### config.mk
export PLATFORM = sky130hd
export DESIGN_NAME = button_conditioner
export DESIGN_NICKNAME = d
export VERILOG_FILES = /design/src/rtl/button_conditioner.sv
export SDC_FILE = /design/constraint.sdc
export NUM_CORES = 1
export LEC_CHECK = 0
export BUFFER_PORTS_ARGS = -buffer_cell sky130_fd_sc_hd__buf_2
export CAP_MARGIN = 40
export CORE_MARGIN = 2
export CORE_UTILIZATION = 50
export CTS_CLUSTER_DIAMETER = 30
export DETAILED_ROUTE_END_ITERATION = 10
export PLACE_DENSITY = 0.63
export SYNTH_ARGS = -nofsm -noshare
export SYNTH_HDL_FRONTEND = slang
export SYNTH_SLANG_ARGS = --single-unit
### constraint.sdc
create_clock -name clk -period 3.7 [get_ports clk]
set_input_delay 0.185 -clock clk [delete_from_list [all_inputs] [get_ports clk]]
set_output_delay 0.185 -clock clk [all_outputs]
set_load 0.01 [all_outputs]
### src/rtl/button_conditioner.sv
// Two-channel push-button conditioner: synchronise, debounce, press strobe and
// optional hold-to-repeat stepping for each active-low button.
module button_conditioner #(
  parameter int         DEBOUNCE_CYCLES = 100000,
  parameter int         REPEAT_DELAY    = 50000000,
  parameter int         REPEAT_PERIOD   = 10000000,
  parameter logic [1:0] REPEAT_EN       = 2'b01
) (
  input  logic       clk,
  input  logic       rst,
  input  logic [1:0] buttons,
  output logic [1:0] pressed,
  output logic [1:0] press_pulse,
  output logic [1:0] step_pulse
);

  localparam int DW   = $clog2(DEBOUNCE_CYCLES + 1);
  localparam int RMAX = (REPEAT_DELAY > REPEAT_PERIOD) ? REPEAT_DELAY : REPEAT_PERIOD;
  localparam int RW   = $clog2(RMAX + 1);

  localparam logic [DW-1:0] DEB_LIM = DW'(DEBOUNCE_CYCLES);
  localparam logic [RW-1:0] DLY_LIM = RW'(REPEAT_DELAY - 1);
  localparam logic [RW-1:0] PER_LIM = RW'(REPEAT_PERIOD - 1);

  typedef enum logic [1:0] {
    S_IDLE       = 2'd0,
    S_WAIT_FIRST = 2'd1,
    S_REPEATING  = 2'd2
  } rep_state_t;

  for (genvar i = 0; i < 2; i++) begin : g_ch
    logic            r_sync1;
    logic            r_sync2;
    logic            r_pressed;
    logic            r_press_pulse;
    logic [DW-1:0]   r_db_cnt;
    rep_state_t      r_state;
    rep_state_t      w_state_nxt;
    logic [RW-1:0]   r_rep_cnt;
    logic [RW-1:0]   w_rep_cnt_nxt;
    logic            w_rep_step;
    logic            w_mismatch;
    logic            w_accept;

    // The counter runs up to DEBOUNCE_CYCLES and the toggle happens on the
    // following mismatching sample, giving DEBOUNCE_CYCLES+2 edges of latency.
    assign w_mismatch = (~r_sync2) ^ r_pressed;
    assign w_accept   = w_mismatch && (r_db_cnt == DEB_LIM);

    always_ff @(posedge clk or posedge rst) begin
      if (rst) begin
        r_sync1       <= 1'b1;
        r_sync2       <= 1'b1;
        r_pressed     <= 1'b0;
        r_press_pulse <= 1'b0;
        r_db_cnt      <= '0;
      end else begin
        r_sync1       <= buttons[i];
        r_sync2       <= r_sync1;
        r_press_pulse <= w_accept & ~r_pressed;
        if (!w_mismatch) begin
          r_db_cnt <= '0;
        end else if (w_accept) begin
          r_db_cnt  <= '0;
          r_pressed <= ~r_pressed;
        end else begin
          r_db_cnt <= r_db_cnt + DW'(1);
        end
      end
    end

    always_ff @(posedge clk or posedge rst) begin
      if (rst) begin
        r_state   <= S_IDLE;
        r_rep_cnt <= '0;
      end else begin
        r_state   <= w_state_nxt;
        r_rep_cnt <= w_rep_cnt_nxt;
      end
    end

    // A release overrides every state, so no step can leak out after it.
    always_comb begin
      w_state_nxt   = r_state;
      w_rep_cnt_nxt = r_rep_cnt;
      w_rep_step    = 1'b0;
      if (!r_pressed) begin
        w_state_nxt   = S_IDLE;
        w_rep_cnt_nxt = '0;
      end else begin
        case (r_state)
          S_IDLE: begin
            if (r_press_pulse && REPEAT_EN[i]) begin
              w_state_nxt   = S_WAIT_FIRST;
              w_rep_cnt_nxt = '0;
            end
          end
          S_WAIT_FIRST: begin
            if (r_rep_cnt == DLY_LIM) begin
              w_rep_step    = 1'b1;
              w_state_nxt   = S_REPEATING;
              w_rep_cnt_nxt = '0;
            end else begin
              w_rep_cnt_nxt = r_rep_cnt + RW'(1);
            end
          end
          S_REPEATING: begin
            if (r_rep_cnt == PER_LIM) begin
              w_rep_step    = 1'b1;
              w_rep_cnt_nxt = '0;
            end else begin
              w_rep_cnt_nxt = r_rep_cnt + RW'(1);
            end
          end
          default: begin
            w_state_nxt   = S_IDLE;
            w_rep_cnt_nxt = '0;
          end
        endcase
      end
    end

    assign pressed[i]     = r_pressed;
    assign press_pulse[i] = r_press_pulse;
    assign step_pulse[i]  = r_press_pulse | w_rep_step;
  end

endmodule

==> results.tsv <==
metric	value	unit
status	completed	
synth.distinct_cells	44	
syn_to_layout_area_delta	8.71	%
post-synth-top-area-fraction	41.8	%
post_synth_and_or_nand_nor_area_fraction	29.8	%
synth-main-ff-cell	dfrtp_1	
netSwitchingPower	0.321	mW
setup_crit_path_kind	flop to flop	
detailed_routing_iteration_count_for_the_pre_antenna_repair_pass	4	
coreArea	7690	sq um
synthXorXnorAreaFrac	7.76	%
max_slew_margin	56.0	%
post_dp_cell_area	4060	sq um
place_worst_setup_slack	606	ps
final_antenna_net_count	0	
layout_min_cycle_time	3060	ps
yosys_warnings	0	
nature_of_the_critical_path_endpoint	flop	
compound_cell_area_share_of_the_yosys_netlist	10.7	%
port-buffer-count	9	
highest-signal-layer	met4	
vdd_drop_max	210	uV
grt_usage	20.8	%
met3RoutedLength	274	microns
worst_pin_slew	659	ps
final_core_util	55.8	%
rsz0062_at_grt	false	
route.met2.wl	4030	microns
hp-class	flop to flop	
fmax	327	MHz
antenna_found_initial	0	
die_h	92.9	microns
insertedDiodeCount	0	
route.detailed.drc	0	
ys_top_cells_by_count	dfrtp_1, nand2_1, nor2_1, nand3_1, xor2_1	
synth_top_area_cell	dfrtp_1	
ys_ff_latch	70	
pwr-share-clk	43.6	%
grt_first_pass_wirelength	14400	microns
cts_max_path_buffers	2	
viasPerCell	5.78	
startpoint_type	flop	
fp.dieArea	8620	sq um
drt_iter0_markers	194	
route.layer.met1.wl	3870	microns
synth-adder-area-share	2.85	%
first_global_vias	3059	
cts.clk_slew.worst_paths	70	ps
cts_root_buffer	clkbuf_8	
async_reset_ff_share	100	%
final.setup_skew	12.5	ps
fillCellCount	706	
dominant_combinational_cell_family_by_area_after_synthesis	simple AND/OR/NAND/NOR gates	
weighted_congestion_at_the_end_of_routability_driven_global_placement	0.912	
slew_violations	0	
hold_fails_final_rpt	0	
sw_frac_of_total	22.1	%
layout-drive-gt1-share	8.89	%
cts_num_sinks	70	
comb_power_share	2.8	%
finalCritPeriodShare	82.8	%
die_extent_in_x	92.9	microns
floorplan_row_count	32	
synth_enable_flop_cells	0	
count_of_endpoints_failing_setup_in_the_final_report	0	
ioPinCount	10	
synth.yosys.seq_area_share	44.5	%
setup_tns	0	ps
syn_area_per_cell	8.97	sq um
critPathArrivalTime	3260	ps
grt_start_max_net_pins	41	
ctsHtreeMaxLevel	3	
cts.repair.resized	0	
design.final.nets	458	
stdcell_area	4290	sq um
dpl.hpwl	5520	microns
synth_cells	440	
number_of_buffers_added_by_the_clock_tree_synthesis_step	9	
post-cts-setup-buffer-count	0	
floorplan.initialDensity	51.4	%
power.share.sequential	53.7	%
vias	3188	
leakagePower	1.86	nW
cell_area_after_synthesis	3950	sq um
syn_nets	453	
power.density	339	nW/um^2
crit_path_max_fanout	15	
timing.max_cap.violations	0	
p_int	1.13	mW
tritoncts_clock_tree	built	
post-synth-top-count-cell	dfrtp_1	
wl_per_cell	15.0	microns
synth_area_leaders	dfrtp_1, nand2_1, nor2_1	
layout_setup_ws	638	ps
wirelength	8280	microns
yosys-mux-area-fraction	0	%
required	3900	ps
remaining_global_route_overflow	0	
cts_hold_buf	3	
worst_skew_pair.late_latency	350	ps
-- cell usage in the layout (no fill, tap or decap), drive strengths merged, types with 4 or more instances in the layout --
| cell type | instances |
|---|---|
| clkbuf | 13 |
| o211ai | 9 |
| buf | 17 |
| or4 | 6 |
| nand3 | 24 |
| xnor2 | 15 |
| dfrtp | 66 |
| nor2b | 6 |
| nand2 | 64 |
| and2 | 13 |
| o221ai | 17 |
| and4 | 6 |
| xor2 | 20 |
| o31a | 4 |
| dfstp | 4 |
| nor2 | 51 |
| o21ai | 5 |
| or4b | 4 |
| inv | 14 |
| nor4 | 11 |
| nand4 | 13 |
| ha | 9 |
| nor3 | 10 |
| and3 | 13 |
-- flip-flops by register name, indices dropped and copies added, names as in the netlist --
| signal | cells |
|---|---|
| g_ch.r_state | 2 |
| g_ch.r_db_cnt | 34 |
| g_ch.r_sync1 | 2 |
| g_ch.r_press_pulse | 2 |
| g_ch.r_pressed | 2 |
| g_ch.r_sync2 | 2 |
| g_ch.r_rep_cnt | 26 |
-- cells by family (layout without fill, tap and decap cells) --
family	Yosys count	after routing
AND/OR/NAND/NOR	233	233
flip-flops	70	70
AO/OA/AOI/OAI	53	53
buffers and inverters	40	50
XOR/XNOR	35	35
adder cells (fa/ha/maj)	9	9
-- power groups by stage --
stage | clock (mW) | sequential [mW] | combinational [mW]
floorplan | 0 | 0.794 | 0.0289
detailed placement | 0 | 0.796 | 0.0401
CTS | 0.653 | 0.781 | 0.0427
finish | 0.634 | 0.781 | 0.0403
global placement | 0 | 0.795 | 0.0394
global route | 0.684 | 0.781 | 0.0478
-- through the flow --
stage / power (mW) / std cells / hold slack, ps
6_report: 1.46 / 552 / 355
5_1_grt: 1.51 / 552 / 363
3_5_place_dp: 0.836 / 533 / 296
3_3_place_gp: 0.835 / 533 / 292
2_1_floorplan: 0.823 / 440 / 189
4_1_cts: 1.48 / 552 / 358
-- critical path, stage by stage, from the launching register on --
cell     delay (ps)
dfrtp_1         460
or4b_1          590
or4b_1          520
o41a_1          430
buf_4           200
o21ai_0         530
o21ai_0         180
-- area by class of cell --
class / count / area, sq um / share of cell area [%]
multi-input combinational: 330 / 2020 / 47.0
sequential: 70 / 1760 / 40.9
inverter: 14 / 52.6 / 1.22
clock buffer: 13 / 159 / 3.70
timing repair buffer: 20 / 135 / 3.15
tap: 102 / 128 / 2.97
clock inverter: 3 / 42.5 / 0.991
-- final timing paths --
check	start	slack (ps)	to	depth (start not counted)
worst max-delay path	g_ch[0].r_rep_cnt[11]$_DFFE_PP0P_	640	g_ch[0].r_rep_cnt[23]$_DFFE_PP0P_	6
max in group asynchronous	rst	2260	g_ch[0].r_sync1$_DFF_PP1_	4
worst min register to register	g_ch[1].r_sync1$_DFF_PP1_	360	g_ch[1].r_sync2$_DFF_PP1_	0
worst max register to register	g_ch[0].r_rep_cnt[11]$_DFFE_PP0P_	640	g_ch[0].r_rep_cnt[23]$_DFFE_PP0P_	6
min in group asynchronous	rst	480	g_ch[0].r_rep_cnt[19]$_DFFE_PP0P_	3
worst min-delay path	g_ch[1].r_sync1$_DFF_PP1_	360	g_ch[1].r_sync2$_DFF_PP1_	0
-- routing by layer --
metal  track usage, %  vias up
met2             33.8       53
met5                0        -
met4             7.35        0
met1             28.2     1559
met3             3.66        9
li1                 -     1567
Power figures use the tool's default switching activity.
